File: config.mk
export PLATFORM = sky130hd
export DESIGN_NAME = dense_neuron_engine_flat
export DESIGN_NICKNAME = d
export VERILOG_FILES = /design/src/rtl/dense_neuron_engine_if.sv /design/src/rtl/dense_neuron_engine.sv /design/src/flat_wrapper.sv
export SDC_FILE = /design/constraint.sdc
export NUM_CORES = 2
export LEC_CHECK = 0
export BUFFER_PORTS_ARGS = -buffer_cell sky130_fd_sc_hd__buf_4
export CAP_MARGIN = 20
export CORE_MARGIN = 2
export CORE_UTILIZATION = 40
export DETAILED_ROUTE_END_ITERATION = 8
export GPL_TIMING_DRIVEN = 0
export PLACE_DENSITY_LB_ADDON = 0.2
export SLEW_MARGIN = 20
export SYNTH_ARGS = -nofsm -noshare
export SYNTH_HDL_FRONTEND = slang
export SYNTH_SLANG_ARGS = --single-unit
File: constraint.sdc
create_clock -name i_clk -period 9.47 [get_ports i_clk]
set_input_delay 1.4205 -clock i_clk [delete_from_list [all_inputs] [get_ports i_clk]]
set_output_delay 1.4205 -clock i_clk [all_outputs]
set_load 0.1 [all_outputs]
File: src/rtl/dense_neuron_engine_if.sv
// Stream, result and configuration bundle for dense_neuron_engine.
//   master: activation/weight feeder, configuration source and result consumer
//   slave : the engine itself
// Beat side   : i_valid/o_ready, i_last, i_act, i_wgt
// Config side : i_input_zp, i_filter_zp, i_output_zp, i_bias, i_quant_mult,
//               i_quant_shift, i_relu_en (held stable while o_busy=1)
// Result side : o_out_valid/i_out_ready, o_out
// Status      : o_beat_count, o_busy
interface dense_neuron_engine_if #(
  parameter int unsigned ACC_W = 32,
  parameter int unsigned CNT_W = 11
);
  logic                    i_valid;
  logic                    o_ready;
  logic                    i_last;
  logic signed [7:0]       i_act;
  logic signed [7:0]       i_wgt;
  logic signed [7:0]       i_input_zp;
  logic signed [7:0]       i_filter_zp;
  logic signed [7:0]       i_output_zp;
  logic signed [ACC_W-1:0] i_bias;
  logic signed [31:0]      i_quant_mult;
  logic signed [31:0]      i_quant_shift;
  logic                    i_relu_en;
  logic                    o_out_valid;
  logic                    i_out_ready;
  logic signed [7:0]       o_out;
  logic [CNT_W-1:0]        o_beat_count;
  logic                    o_busy;

  modport master (
    output i_valid, i_last, i_act, i_wgt,
    output i_input_zp, i_filter_zp, i_output_zp, i_bias,
    output i_quant_mult, i_quant_shift, i_relu_en, i_out_ready,
    input  o_ready, o_out_valid, o_out, o_beat_count, o_busy
  );

  modport slave (
    input  i_valid, i_last, i_act, i_wgt,
    input  i_input_zp, i_filter_zp, i_output_zp, i_bias,
    input  i_quant_mult, i_quant_shift, i_relu_en, i_out_ready,
    output o_ready, o_out_valid, o_out, o_beat_count, o_busy
  );
endinterface

File: src/rtl/dense_neuron_engine.sv
// dense_neuron_engine: computes one int8 dense-layer output neuron from a
// stream of int8 activation/weight pairs (zero-point removal, 32-bit MAC,
// bias, optional ReLU, Q31 requantize with rounding, output zero-point).
// Ports:
//   i_clk  - clock
//   i_rst  - synchronous active-high reset
//   bus    - dense_neuron_engine_if.slave (beat stream, config, result, status)
// Optional build macro SATURATE_EN: clamp the final result to [-128,127]
// instead of truncating to the low 8 bits.
module dense_neuron_engine #(
  parameter int unsigned ACC_W = 32,
  parameter int unsigned CNT_W = 11
) (
  input logic                   i_clk,
  input logic                   i_rst,
  dense_neuron_engine_if.slave  bus
);

  localparam int unsigned P_W = 64;
  localparam logic [CNT_W-1:0] CNT_MAX = '1;

  typedef enum logic [2:0] {
    S_ACC,
    S_BIAS,
    S_MUL,
    S_SHIFT,
    S_OUT
  } state_t;

  state_t state, state_next;

  logic signed [ACC_W-1:0] acc;
  logic signed [P_W-1:0]   p64;

  logic signed [15:0]      a16;
  logic signed [15:0]      w16;
  logic signed [31:0]      prod32;
  logic signed [ACC_W-1:0] relu_acc;
  logic [5:0]              ts;
  logic signed [P_W-1:0]   p64_next;
  logic [7:0]              out_next;
  logic                    beat_fire;
  logic                    out_fire;
`ifdef SATURATE_EN
  logic signed [P_W-1:0]   sum64;
`endif

  assign beat_fire = bus.i_valid & bus.o_ready;
  assign out_fire  = bus.o_out_valid & bus.i_out_ready;

  // State register
  always_ff @(posedge i_clk) begin
    if (i_rst) state <= S_ACC;
    else       state <= state_next;
  end

  // Next-state logic
  always_comb begin
    state_next = state;
    case (state)
      S_ACC:   if (beat_fire && bus.i_last) state_next = S_BIAS;
      S_BIAS:  state_next = S_MUL;
      S_MUL:   state_next = S_SHIFT;
      S_SHIFT: state_next = S_OUT;
      S_OUT:   if (bus.i_out_ready) state_next = S_ACC;
      default: state_next = S_ACC;
    endcase
  end

  // Arithmetic for the MAC beat, requantize multiply and final shift
  always_comb begin
    a16      = {{8{bus.i_act[7]}}, bus.i_act} - {{8{bus.i_input_zp[7]}}, bus.i_input_zp};
    w16      = {{8{bus.i_wgt[7]}}, bus.i_wgt} - {{8{bus.i_filter_zp[7]}}, bus.i_filter_zp};
    prod32   = 32'(a16) * 32'(w16);
    relu_acc = (bus.i_relu_en && acc[ACC_W-1]) ? '0 : acc;
    // total right shift; legal quant_shift keeps this in 1..62
    ts       = 6'(32'sd31 - bus.i_quant_shift);
    p64_next = 64'(relu_acc) * 64'(bus.i_quant_mult) + (64'sd1 << (ts - 6'd1));
`ifdef SATURATE_EN
    sum64    = (p64 >>> ts) + 64'(bus.i_output_zp);
    if (sum64 > 64'sd127)       out_next = 8'h7F;
    else if (sum64 < -64'sd128) out_next = 8'h80;
    else                        out_next = sum64[7:0];
`else
    // low byte only: wraps exactly like the software golden model
    out_next = 8'(p64 >>> ts) + bus.i_output_zp;
`endif
  end

  // Datapath and registered outputs
  always_ff @(posedge i_clk) begin
    if (i_rst) begin
      acc              <= '0;
      p64              <= '0;
      bus.o_out        <= '0;
      bus.o_out_valid  <= 1'b0;
      bus.o_ready      <= 1'b1;
      bus.o_busy       <= 1'b0;
      bus.o_beat_count <= '0;
    end else begin
      bus.o_ready     <= (state_next == S_ACC);
      bus.o_out_valid <= (state_next == S_OUT);
      case (state)
        S_ACC: begin
          if (beat_fire) begin
            acc        <= acc + prod32;
            bus.o_busy <= 1'b1;
            if (bus.o_beat_count != CNT_MAX)
              bus.o_beat_count <= bus.o_beat_count + CNT_W'(1);
          end
        end
        S_BIAS:  acc <= acc + bus.i_bias;
        S_MUL:   p64 <= p64_next;
        S_SHIFT: bus.o_out <= out_next;
        S_OUT: begin
          if (out_fire) begin
            acc              <= '0;
            bus.o_beat_count <= '0;
            bus.o_busy       <= 1'b0;
          end
        end
        default: ;
      endcase
    end
  end

endmodule

File: src/flat_wrapper.sv
// flat-port wrapper written by rule: the top's interface ports become plain ports
module dense_neuron_engine_flat 
#(
  parameter int unsigned ACC_W = 32,
  parameter int unsigned CNT_W = 11
)
  (i_clk, i_rst, bus_i_valid, bus_i_last, bus_i_act, bus_i_wgt, bus_i_input_zp, bus_i_filter_zp, bus_i_output_zp, bus_i_bias, bus_i_quant_mult, bus_i_quant_shift, bus_i_relu_en, bus_i_out_ready, bus_o_ready, bus_o_out_valid, bus_o_out, bus_o_beat_count, bus_o_busy);
  dense_neuron_engine_if #(.ACC_W(ACC_W), .CNT_W(CNT_W)) bus_i ();
  input logic i_clk;
  input logic i_rst;
  input wire logic [$bits(bus_i.i_valid)-1:0] bus_i_valid;
  input wire logic [$bits(bus_i.i_last)-1:0] bus_i_last;
  input wire logic [$bits(bus_i.i_act)-1:0] bus_i_act;
  input wire logic [$bits(bus_i.i_wgt)-1:0] bus_i_wgt;
  input wire logic [$bits(bus_i.i_input_zp)-1:0] bus_i_input_zp;
  input wire logic [$bits(bus_i.i_filter_zp)-1:0] bus_i_filter_zp;
  input wire logic [$bits(bus_i.i_output_zp)-1:0] bus_i_output_zp;
  input wire logic [$bits(bus_i.i_bias)-1:0] bus_i_bias;
  input wire logic [$bits(bus_i.i_quant_mult)-1:0] bus_i_quant_mult;
  input wire logic [$bits(bus_i.i_quant_shift)-1:0] bus_i_quant_shift;
  input wire logic [$bits(bus_i.i_relu_en)-1:0] bus_i_relu_en;
  input wire logic [$bits(bus_i.i_out_ready)-1:0] bus_i_out_ready;
  output wire logic [$bits(bus_i.o_ready)-1:0] bus_o_ready;
  output wire logic [$bits(bus_i.o_out_valid)-1:0] bus_o_out_valid;
  output wire logic [$bits(bus_i.o_out)-1:0] bus_o_out;
  output wire logic [$bits(bus_i.o_beat_count)-1:0] bus_o_beat_count;
  output wire logic [$bits(bus_i.o_busy)-1:0] bus_o_busy;
  assign bus_i.i_valid = bus_i_valid;
  assign bus_i.i_last = bus_i_last;
  assign bus_i.i_act = bus_i_act;
  assign bus_i.i_wgt = bus_i_wgt;
  assign bus_i.i_input_zp = bus_i_input_zp;
  assign bus_i.i_filter_zp = bus_i_filter_zp;
  assign bus_i.i_output_zp = bus_i_output_zp;
  assign bus_i.i_bias = bus_i_bias;
  assign bus_i.i_quant_mult = bus_i_quant_mult;
  assign bus_i.i_quant_shift = bus_i_quant_shift;
  assign bus_i.i_relu_en = bus_i_relu_en;
  assign bus_i.i_out_ready = bus_i_out_ready;
  assign bus_o_ready = bus_i.o_ready;
  assign bus_o_out_valid = bus_i.o_out_valid;
  assign bus_o_out = bus_i.o_out;
  assign bus_o_beat_count = bus_i.o_beat_count;
  assign bus_o_busy = bus_i.o_busy;
  dense_neuron_engine #(.ACC_W(ACC_W), .CNT_W(CNT_W)) u_core (.i_clk(i_clk), .i_rst(i_rst), .bus(bus_i));
endmodule
==> results.md <==
* Most common cell in the netlist: fa_1
* GR Util All Layers at 31.7%
* Syn-to-layout area delta at 12.3%
* Port bufs at 134
* Tightest Pin Transition at 1210 ps
* Synth async-reset ratio at 0%
* Critical path class: in2reg
* Final period util at 101%
* TritonCTS Sinks at 121
* Initial antenna violation count at 25
* CTS tree: built
* Adder-cell share of the synthesized area at 56.0%
* Largest family of logic cells by synthesized area: adder cells
* Setup TNS Final at -51.4 ps
* CTS Hold Bufs at 0
* Yosys cell types at 96
* Cell Rows at 133
* Syn Nets at 7720
* RSZ-0062 raised after global routing: yes
* ANT nets after route at 0
* CP peak stage delay at 510 ps
* Core ar. at 131000 µm²
* Vias post-DR at 44000
* Area contributors post-synth: fa_1 49%, inv_1 9.0%, ha_1 7.4%
* Clock slew at reported path FFs at 70 ps
* Top cell type's share of synthesized area at 48.7%
* Final net count at 7943
* Number of synthesized register bits at 121
* Final Skew at 18.9 ps
* Seq/Total Area, Yosys at 4.58%
* Number of flops mapped to enable cells by yosys at 0
* Post-DP HPWL at 180000 µm
* Failing checks: negative setup slack
* PnR worst setup slack at -51.4 ps
* Initial core utilization at 40.3%
* Slowest CP cell: fa_1
* Cell count along the critical path at 40
* Average cell area after synthesis at 8.84 µm²
* Root buf cell: clkbuf_16
* Most instantiated cells after synthesis: 1285 x fa_1, 1265 x inv_1, 1009 x nand2_1, 312 x ha_1, 301 x clkbuf_1
* Worst Reg-to-Reg Cells at 25
* Startpoint types: input pin
* WHS Path Cells at 2
* Worst EP required at 9790 ps
* Die area at 135000 µm²
* Final WL at 212000 µm
* Tightest Hold Check Type: reg2reg
* DRC Markers at 0
* Vias/cell at 5.50
* Post-synth top area cell: fa_1
* Max cap viols at 0
* # H-tree levels at 4
* Drt first pass iters at 8
* Worst skew pair latency at 450 ps
* YS warnings at 0
* CP Buf/Inv Count at 7
* Post-Syn Area at 52900 µm²
* First-pass GRT wire length at 311000 µm
* Outcome: complete, but fails checks
* Slew Viols, Final at 0
* Largest net degree at the start of global routing at 29
* Total grt overflow at 0
* Finished Layout Cells at 7997
* DR WL/cell at 26.6 µm
* Relative slew slack at 19.2%
* DP Cell Count at 7873
* I/O pin count at 164
* Final setup viols at 1
* Hold WS at 459 ps
* Vias in the first global route at 45600
* Clock Tree Buf Depth at 2
* Critical path's most frequent cell: fa_1
* Worst setup EP type: register
* Final hold vios at 0
* Arrival time worst endpoint at 9840 ps
* Die height at 368 µm
* Die width at 368 µm
* Area share of xor/xnor cells in the synthesized design at 2.05%
* Predominant post-synthesis flop cell: dfxtp_1
* Post-Synth Simple-Gate Area at 15.6%
* Layout cells sized above 1 at 11.3%
* Routability congestion estimate at 1.03
* Compound-cell area share of the yosys netlist at 7.71%
* DRT iter0 DRCs at 3994
* Syn Inst Count at 5981
* Top delay family on crit path: adder cells
* Critical Path Fanout Max at 6
* Peak Freq at 105 MHz
* Num CTS Buffers at 17
* Mux contribution to synthesized area at 2.48%
* Crit path time final at 9520 ps
==> metal layers <==
layer	up-vias	GRT usage (%)	part of all wire (%)
met5	-	0	0.050
met2	2070	49.3	45
met3	401	6.45	9.2
li1	18700	-	-
met1	22800	42.6	40
met4	10	14.4	5.6
==> tightest hold or removal path, cell delays in order, from the launching register on <==
cell,delay [ps]
dfxtp_1,310
nand2_1,50
a21oi_1,50
==> flip-flops by register name, summed over array words and instances (netlist names) <==
signal	count
u_core.p64	64
u_core.state	3
u_core.bus.o_beat_count	11
u_core.bus.o_ready	1
u_core.bus.o_busy	1
u_core.acc	32
u_core.bus.o_out_valid	1
u_core.bus.o_out	8
==> placed cells by master (no fill, tap or decap), types with 22 or more instances in the layout <==
cell       instances
or3_1             22
mux4_2            23
inv_1           1250
nand3_1           55
o21ai_0           89
xor2_1            34
and2_1            33
nor2_1           210
o21a_1            25
dfxtp_1          121
nand2_1          996
fa_1            1264
a21oi_1          193
nor2b_1           23
mux2_2            24
nand2b_1          56
ha_1             293
diode_2           25
nor3_1            33
o21bai_1          23
xnor2_1           78
clkbuf_4          23
clkbuf_16         23
clkbuf_1         150
a211oi_1          28
mux2i_1           50
nand4_1           25
o211ai_1          25
buf_4            241
clkbuf_2          32
and3_1           246
a21o_1            64
==> final cells by class <==
type / instances / area, µm²
Inverter: 1265 / 4800
Clock inverter: 14 / 188
Fill cell: 13200 / 71900
Clock buffer: 18 / 439
Tap cell: 1755 / 2200
Timing Repair Buffer: 249 / 2020
Multi-Input combinational cell: 4259 / 45400
Antenna cell: 25 / 62.6
Buffer: 291 / 1860
Sequential cell: 121 / 2420
==> cells by family after synthesis <==
group / count (synthesis)
adders and majority gates: 1597
DFF: 121
AOI/OAI and AO/OA: 623
muxes: 99
xor gates and xnor gates: 124
buffers and inverters: 1602
and+or+nand+nor: 1815
==> metrics by stage <==
step	utilization (%)	cell area [µm²]	setup slack, ps
finish	45.2	59400	-51.4
CTS	44.4	58300	-17.8
detailed placement	42.8	56200	-2510
global route	45.2	59300	-353
floorplan	-	52900	-19.4
global placement	42.8	56200	-2870
==> worst paths after layout <==
| path | start | end | slack (ps) |
|---|---|---|---|
| hold reg to reg | u_core.bus.o_out[3] | u_core.bus.o_out[3] | 460 |
| setup reg to reg | u_core.acc[27] | u_core.p64[58] | 280 |
| setup / recovery | bus_i_wgt[0] | u_core.acc[31] | -50 |
| hold / removal | u_core.bus.o_out[3] | u_core.bus.o_out[3] | 460 |
==> timing repair <==
item,4_1_cts,5_1_grt
gates cloned,1,1
setup buffers,58,55
gates resized for setup,355,187
pin swaps,36,64
setup endpoints to repair,59,37
Power is left out: the tool's default activity adds up to more than one toggle a clock period on the data nets, which glitch-free logic cannot reach.
